[src/rtl/pixel_pack_1to8.sv]
// Packs a 1-pixel/clock RGB stream into 8-pixel beats and pads a trailing partial group at de fall.
// Latency 1 cycle from the 8th (or flushing) pixel to de_out; no backpressure, downstream must take every beat.
module pixel_pack_1to8 #(
    parameter logic [7:0] PAD_VAL = 8'd0
) (
    input  logic       clk,
    input  logic       rst,
    input  logic       vs_in,
    input  logic       hs_in,
    input  logic       de_in,
    input  logic [7:0] r_in,
    input  logic [7:0] g_in,
    input  logic [7:0] b_in,
    output logic       vs_out,
    output logic       hs_out,
    output logic       de_out,
    output logic [7:0] r_out_01,
    output logic [7:0] r_out_02,
    output logic [7:0] r_out_03,
    output logic [7:0] r_out_04,
    output logic [7:0] r_out_05,
    output logic [7:0] r_out_06,
    output logic [7:0] r_out_07,
    output logic [7:0] r_out_08,
    output logic [7:0] g_out_01,
    output logic [7:0] g_out_02,
    output logic [7:0] g_out_03,
    output logic [7:0] g_out_04,
    output logic [7:0] g_out_05,
    output logic [7:0] g_out_06,
    output logic [7:0] g_out_07,
    output logic [7:0] g_out_08,
    output logic [7:0] b_out_01,
    output logic [7:0] b_out_02,
    output logic [7:0] b_out_03,
    output logic [7:0] b_out_04,
    output logic [7:0] b_out_05,
    output logic [7:0] b_out_06,
    output logic [7:0] b_out_07,
    output logic [7:0] b_out_08,
    output logic [3:0] valid_cnt,
    output logic       partial
);

    typedef struct packed {
        logic [7:0] r;
        logic [7:0] g;
        logic [7:0] b;
    } pix_t;

    logic [2:0] cnt;
    pix_t       pix_buf [0:7];
    pix_t       beat    [0:7];
    pix_t       cur_pix;
    pix_t       pad_pix;
    logic       full_grp;
    logic       flush_grp;

    assign cur_pix   = {r_in, g_in, b_in};
    assign pad_pix   = {PAD_VAL, PAD_VAL, PAD_VAL};
    assign full_grp  = de_in && (cnt == 3'd7);
    assign flush_grp = !de_in && (cnt != 3'd0);

    always_ff @(posedge clk) begin
        if (rst) begin
            cnt       <= 3'd0;
            vs_out    <= 1'b0;
            hs_out    <= 1'b0;
            de_out    <= 1'b0;
            valid_cnt <= 4'd0;
            partial   <= 1'b0;
            for (int i = 0; i < 8; i++) begin
                pix_buf[i] <= '0;
                beat[i]    <= '0;
            end
        end else begin
            vs_out  <= vs_in;
            hs_out  <= hs_in;
            de_out  <= full_grp || flush_grp;
            partial <= flush_grp;

            if (full_grp)
                valid_cnt <= 4'd8;
            else if (flush_grp)
                valid_cnt <= {1'b0, cnt};
            else
                valid_cnt <= 4'd0;

            // cnt wraps 7->0 naturally on a full group
            if (de_in) begin
                pix_buf[cnt] <= cur_pix;
                cnt          <= cnt + 3'd1;
            end else if (flush_grp) begin
                cnt <= 3'd0;
            end

            // Last slot of a full group comes straight from the input, not the buffer
            if (full_grp) begin
                for (int i = 0; i < 7; i++)
                    beat[i] <= pix_buf[i];
                beat[7] <= cur_pix;
            end else if (flush_grp) begin
                for (int i = 0; i < 8; i++)
                    beat[i] <= (3'(i) < cnt) ? pix_buf[i] : pad_pix;
            end
        end
    end

    assign r_out_01 = beat[0].r;
    assign r_out_02 = beat[1].r;
    assign r_out_03 = beat[2].r;
    assign r_out_04 = beat[3].r;
    assign r_out_05 = beat[4].r;
    assign r_out_06 = beat[5].r;
    assign r_out_07 = beat[6].r;
    assign r_out_08 = beat[7].r;

    assign g_out_01 = beat[0].g;
    assign g_out_02 = beat[1].g;
    assign g_out_03 = beat[2].g;
    assign g_out_04 = beat[3].g;
    assign g_out_05 = beat[4].g;
    assign g_out_06 = beat[5].g;
    assign g_out_07 = beat[6].g;
    assign g_out_08 = beat[7].g;

    assign b_out_01 = beat[0].b;
    assign b_out_02 = beat[1].b;
    assign b_out_03 = beat[2].b;
    assign b_out_04 = beat[3].b;
    assign b_out_05 = beat[4].b;
    assign b_out_06 = beat[5].b;
    assign b_out_07 = beat[6].b;
    assign b_out_08 = beat[7].b;

endmodule

[config.mk]
export PLATFORM = sky130hd
export DESIGN_NAME = pixel_pack_1to8
export DESIGN_NICKNAME = d
export VERILOG_FILES = /design/src/rtl/pixel_pack_1to8.sv
export SDC_FILE = /design/constraint.sdc
export NUM_CORES = 1
export LEC_CHECK = 0
export BUFFER_PORTS_ARGS = -buffer_cell sky130_fd_sc_hd__buf_2
export CORE_UTILIZATION = 44
export CTS_CLUSTER_DIAMETER = 60
export CTS_CLUSTER_SIZE = 25
export DETAILED_ROUTE_END_ITERATION = 6
export PLACE_DENSITY = 0.65
export SLEW_MARGIN = 20
export SYNTH_ARGS = -nofsm -noshare
export SYNTH_HDL_FRONTEND = slang
export SYNTH_SLANG_ARGS = --single-unit
[constraint.sdc]
create_clock -name clk -period 3.3 [get_ports clk]
set_input_delay 0 -clock clk [delete_from_list [all_inputs] [get_ports clk]]
set_output_delay 0 -clock clk [all_outputs]
set_load 0.005 [all_outputs]
==> After elaboration in Yosys (flattened, before gate mapping) <==
Memory sizes are Yosys's and may differ from the RTL's.
Index checks and enable logic that the tools add are counted.
{ "word_totals": {"latchBits": 0, "rom_bits": 0, "reg_bits": 11, "mem_count": 2, "mem_bits_rw": 384, "output_inout_bits": 200, "elab_cells": 87} }
{ "classes": {"n_addsub": 1, "muxes": 43, "order_cmp": 8, "n_reduce_logical": 8, "bitwise": 17, "shifts": 0, "div": 0, "eq_ne": 1, "n_mul": 0} }
{ "mem_list": {"columns": ["name", "depth", "width", "read_ports", "rd_clocked_by_memory_dff", "wr", "line_no", "rtl"], "rows": [
  ["beat", 8, 24, 8, 0, 8, "53", "pix_t beat [0:7];"],
  ["pix_buf", 8, 24, 8, 0, 8, "52", "pix_t pix_buf [0:7];"]
]} }
{ "ops": {"columns": ["operator", "count"], "rows": [
  ["2-to-1 mux 24 bit", 25],
  ["OR reduction 24 bit", 1],
  ["bitwise OR 1 bit", 16],
  ["2-to-1 mux 1 bit", 13],
  ["less-than comparator 3 bit (first input constant)", 4],
  ["2-to-1 mux 3 bit", 4],
  ["less-than comparator 1 x 3 -> 1 bit (first input constant)", 2],
  ["less-than comparator 2 x 3 -> 1 bit (first input constant)", 2],
  ["2-to-1 mux 4 bit", 1],
  ["adder 3 x 1 -> 3 bit (second input constant)", 1],
  ["== test 3 bit (second input constant)", 1],
  ["nonzero test 3 bit", 1],
  ["OR reduction 3 bit", 1],
  ["logical AND 1 bit", 2],
  ["nonzero test 2 bit", 1],
  ["zero test 1 bit", 1],
  ["logical OR 1 bit", 1],
  ["inverter 1 bit", 1]
]} }

==> Depth between registers and ports, before layout <==
Gate-level depths: netlist of run 1.
{ "depth": {"ltp_word": 7, "ltp_mapped": 8, "mapped_depth_nobuf": 5} }

==> Worst setup path after synthesis of run 1 <==
OpenSTA, ideal clock, no wires.
{ "synth_path": {"path_kind": "register to register", "from": "register cnt[0]", "to": "memory beat[0][0] (netlist name), enable pin", "arrival_time_ns": 2.608, "path_buffers": 2, "path_stages_with_launch": 8, "path_slack_ns": -0.055, "setup_ns": 0.747, "path_cell_list": "dfxtp_1 > buf_2 > inv_1 > ha_1 > nand2b_1 > a21oi_2 > buf_2 > nand2_1"} }
{ "synth_lines": {"columns": ["item", "line_no", "rtl"], "rows": [
  ["start, declared", "51", "logic [2:0] cnt;"],
  ["start signal, assigned", "92", "cnt <= cnt + 3'd1;"],
  ["end, declared", "53", null]
]} }

==> reports/results.ini, run 1 <==
[run_status]
status=finished, final reports clean

[power]
ir_drop_mv=0.3747
leakage_nw=6.860
p_total_w=0.009658
power_density_nw_per_um2=568.7

[die]
design.core.area_um2=31640
dieArea_um2=32930
fp.dieH_um=181.5
rows=65
pin_count=229
start_util_pct=44.79
die_w_um=181.5

[worst_setup_path]
r2r_start=cnt[2]$_SDFFE_PP0P_
startpoint=cnt[2]$_SDFFE_PP0P_
cp_data_required_time_ns=3.71
cpPeakStageDelay_ns=0.77
critical-path-top-delay-family=flip-flops
start_kind=flip-flop
crit_buf_inv=1
end_kind=flip-flop
cp_slowest_cell=dfxtp_1
critPathMaxFanout=27
crit_chain=ha_1, nand3b_4, a2111oi_4, buf_4, and2_1
worstSetupPathType=reg2reg
worst-r2r-setup-slack_ns=0.81
worst_ep_arrival_time_ns=2.90

[grt]
grt_pass1_wl_um=45740
grt_util_all_layers_pct=19.00
grt_max_degree=49
grt-ovfl-total=0
antenna_found_initial=5
grt_pass1_vias=7229

[logic_synthesis]
synthArstFlopShare_pct=0
synth_seq_cells=371
syn_area_um2=14170
ys_warn_count=0
synth_cells=846
seq_area_frac_synth_pct=76.15
synth_ff_type=edfxtp_1
syn_avg_cell_area_um2=16.75
synth_cell_types=40
syn_nets=878
synth_edf_count=336

[timing]
fin_setup_tns_ns=0
setup_viol=0
grt_setup_unrepaired=no
worst_pin_slew_ns=0.6855
clock_skew_ns=0.01677
finalHoldViolCount=0
timing.slew.headroom_pct=54.24
drv_slew=0
fmax_mhz=401.9
hold_slack_ns=0.03070
period_needed_ns=2.488
post-route-period-util_pct=75.40

[clocking]
cts_sinks=371
tritoncts=built
clk_latency_ns=0.55
post_cts_resized=0
numCtsBuffers=26
clockRootBuffer=clkbuf_16
cts-htree-levels=1
path_clk_slew_ns=0.09
clockBufferDepth=3

[final_layout]
final_util_pct=53.68
nFillCells=2533
drive_above_1_share_pct=36.51
final_nets=1135
area_growth_pct=19.85
postLayoutCellArea_um2=16980

[drt]
vias=7445
drt_iter0_markers=681
drt-vias-per-instance=4.876
wl_um=31420
drtPass1Iterations=5
ant_nets=0
drc_errors=0
wl_per_cell_um=20.57

[place]
place_area_um2=15740
port_buffers=228
post-dp-hpwl_um=19520
gp_congestion=0.7541

[run]
maxCapViolations=0

[min_path]
min-delay-start=r_in[5]
hp-class=in2reg

-- layer usage --
layer | GRT usage, % | routed length (µm) | vias to the layer above
li1 | - | - | 3515
met1 | 25.53 | 13310 | 3645
met2 | 32.62 | 15590 | 253
met3 | 3.089 | 2016 | 32
met4 | 4.034 | 502 | 0
met5 | 0 | 0 | -
-- logic make-up (layout without fill, tap and decap cells) --
logic type / count (synthesis) / count (layout) / share of synthesized area (%)
xor+xnor: 1 / 1 / 0.06182
buf+inv: 51 / 328 / 2.040
other cells: 0 / 2 / 0
compound gates: 33 / 33 / 2.799
fa+ha+maj: 3 / 3 / 0.2649
flops: 371 / 371 / 76.15
simple gates: 387 / 387 / 18.68
-- cell type report --
type	count	area, µm²	share of cell area, %
timing repair buffer	275	1599	9.416
sequential	371	10790	63.54
antenna	2	5.005	0.02947
inverter	5	18.77	0.1105
tap	402	503.0	2.962
multi-input combinational	424	3100	18.26
clock buffer	27	675.6	3.978
clock inverter	21	290.3	1.709
-- layout by cell type (no fill, tap or decap), drive strengths merged, types with 5 or more instances in the layout --
cell,synthesis,layout
nand2,7,7
nor3b,27,27
dlygate4sd3,0,27
clkinv,0,6
edfxtp,336,336
clkbuf,22,27
o221a,24,24
or2,7,7
dfxtp,35,35
nor2,8,8
buf,24,248
inv,5,17
nand2b,5,5
and2,315,315
-- worst register-to-register path, stage by stage, from the launching register on --
cell	delay, ns
dfxtp_1	0.77
ha_1	0.36
nand3b_4	0.35
a2111oi_4	0.40
buf_4	0.30
and2_1	0.17
-- registers in the layout, summed over array words and instances (netlist names) --
name and cells:
hs_out 1, de_out 1, pix_buf 168, beat 192
cnt 3, vs_out 1, valid_cnt 4, partial 1
-- synthesized netlist by cell type, drive strengths merged (2+ instances only) --
cell / n / area, µm²
nor3b: 27 / 309.0
dfxtp: 35 / 700.7
nand3: 2 / 10.01
inv: 5 / 18.77
buf: 24 / 180.2
nor3: 4 / 36.29
nor2: 8 / 52.55
clkbuf: 22 / 90.09
a21oi: 4 / 23.77
and2b: 3 / 25.02
and2: 315 / 2029
ha: 3 / 37.54
and3: 2 / 12.51
nand2: 7 / 26.28
nand3b: 3 / 35.03
nand2b: 5 / 31.28
a2111oi: 3 / 82.58
o221a: 24 / 270.3
or2: 7 / 43.79
edfxtp: 336 / 10090
-- what timing repair did --
| item | 4_1_cts | 5_1_grt |
|---|---|---|
| hold buffers | 27 | 0 |
| endpoints found under the hold margin | 101 | 0 |
| buffers inserted | 0 | 0 |
-- power breakdown --
group,total [W],switching (W),internal [W]
Clock,0.00356,0.00178,0.00178
Sequential,0.00549,0.0000913,0.00540
Combinational,0.000607,0.000384,0.000223
Total,0.00966,0.00226,0.00740
-- worst paths after layout --
check | end | cells past startpoint
worst max-delay path | beat[0][21]$_DFFE_PP_ | 5
worst min-delay path | beat[1][93]$_SDFFE_PN0N_ | 2
worst max register to register | beat[0][21]$_DFFE_PP_ | 5
worst min register to register | beat[0][25]$_SDFFCE_PN0P_ | 1
-- stage by stage --
stage	worst slack (ns)	instances
after floorplan	-0.05479	846
after global placement	0.9298	1450
after detailed placement	0.8312	1450
after CTS	0.7983	1525
after global routing	0.6070	1525
final	0.8119	1527
Note: power is estimated with default switching activity, not from simulation.
==> inputs of run 2 (changes only) <==
Clock period 3.3 ns to 2.1 ns, I/O delays scaled along.
==> reports/results.ini, run 2 (same netlist as run 1, synthesis figures left out) <==
[run_status]
status=finished, final reports clean

[final_layout]
layout_commonest_cell=edfxtp_1
final_cell_mix=edfxtp_1 (336), and2_1 (267), buf_2 (228)
instances_no_fill=1554
largest-register=beat
reg_top3=beat: 192 flops, pix_buf: 168 flops, valid_cnt: 4 flops
final_nets=1160
largest_reg_flops=192
nFillCells=2503
drive_above_1_share_pct=37.68
area_growth_pct=22.22

[place]
port_buffers=228
gp_congestion=0.7642
post-dp-hpwl_um=19920
dp.cells=1470

[min_path]
min-delay-start=de_in
hp-class=in2reg

[worst_setup_path]
worst_ep_arrival_time_ns=2.36
end_kind=flip-flop
worstSetupPathType=reg2reg
cp_data_required_time_ns=2.47
crit_chain=ha_1, ha_2, and2b_4, or3_1, buf_12, nor3b_1
startpoint=cnt[0]$_SDFFE_PP0P_
crit_buf_inv=1
critical-path-top-delay-family=simple AND/OR/NAND/NOR gates
cpPeakStageDelay_ns=0.39
r2r_start=cnt[0]$_SDFFE_PP0P_
start_kind=flip-flop
critPathMaxFanout=25
cp_slowest_cell=or3_1

[clocking]
clockRootBuffer=clkbuf_16
path_clk_slew_ns=0.08
tritoncts=built
clockBufferDepth=3
cts-htree-levels=1
cts_sinks=371
numCtsBuffers=27
postCtsSetupBuffers=0
clk_latency_ns=0.56

[power]
power_density_nw_per_um2=871.5
ir_drop_mv=0.5770
p_total_w=0.01509
leakage_nw=7.019

[die]
rows=65
design.core.area_um2=31640
start_util_pct=44.79
dieArea_um2=32930
pin_count=229
die_w_um=181.5
fp.dieH_um=181.5

[grt]
grt_max_degree=32
grt_pass1_wl_um=46230
grt-ovfl-total=0
antenna_found_initial=3
use_met2_pct=31.48
grt_use_met1_pct=26.37
globalRoute.busiestLayer=met2
grt_use_met3_pct=3.089
grt_pass1_vias=7371
grt_util_all_layers_pct=19.26

[timing]
clock_skew_ns=0.01815
post-route-period-util_pct=94.84
drv_slew=0
grt_setup_unrepaired=no
setup_viol=0
finalHoldViolCount=0
fmax_mhz=502.1
period_needed_ns=1.992
timing.slew.headroom_pct=60.79
fin_setup_tns_ns=0
worst_pin_slew_ns=0.5882

[drt]
wl_um=31690
drtPass1Iterations=5
wl_per_cell_um=20.39
drc_errors=0
vias=7618
drt-vias-per-instance=4.902
drt_iter0_markers=601
ant_nets=0

[run]
maxCapViolations=0

run 2: cell type report:
cell class	instances	area, µm²	area share [%]
inverters	5	18.77	0.1084
clock inverters	21	251.5	1.452
multi-input cells	424	3136	18.11
clock buffers	29	683.2	3.945
well taps	402	503.0	2.904
flip-flops and latches	371	10790	62.31
diodes	3	7.507	0.04335
repair buffers	299	1927	11.13
run 2: layer usage:
metal | part of all wire [%] | vias up
met2 | 49 | 264
met3 | 5.9 | 49
met1 | 43 | 3736
met4 | 2.5 | 2
li1 | - | 3567
met5 | 0.054 | -
run 2: report_power, final:
group	total, W	switching (W)	internal [W]
Combinational	0.00107	0.000645	0.000420
Sequential	0.00861	0.000121	0.00849
Clock	0.00542	0.00276	0.00266
Total	0.0151	0.00353	0.0116
run 2: final timing paths:
| path | endpoint | slack, ns | depth (start not counted) |
|---|---|---|---|
| setup / recovery | beat[1][2]$_DFFE_PP_ | 0.11 | 6 |
| hold / removal | partial$_SDFF_PP0_ | 0.47 | 3 |
| setup reg to reg | beat[1][2]$_DFFE_PP_ | 0.11 | 6 |
| hold reg to reg | beat[1][36]$_DFFE_PP_ | 0.51 | 1 |
run 2: worst min-delay path: stages:
cell	delay (ns)
dlygate4sd3_1	0.53
buf_2	0.33
nor3_1	0.11
run 2: through the flow:
| step | worst slack [ns] | area, µm² | util, % | hold slack, ns |
|---|---|---|---|---|
| floorplan | 0.03377 | 14210 | - | 0.1252 |
| global placement | 0.1679 | 16060 | 50.77 | 0.2064 |
| detailed placement | 0.08608 | 16060 | 50.77 | 0.2135 |
| CTS | 0.04571 | 17310 | 54.70 | 0.4489 |
| global route | 0.01462 | 17310 | 54.72 | 0.4758 |
| finish | 0.1084 | 17320 | 54.74 | 0.4701 |
run 2: what timing repair did:
| action | CTS | global route |
|---|---|---|
| hold buffers | 31 | 0 |
| endpoints found under the hold margin | 105 | 0 |
| endpoints found under the setup margin | 0 | 12 |
| resized for setup | 0 | 2 |
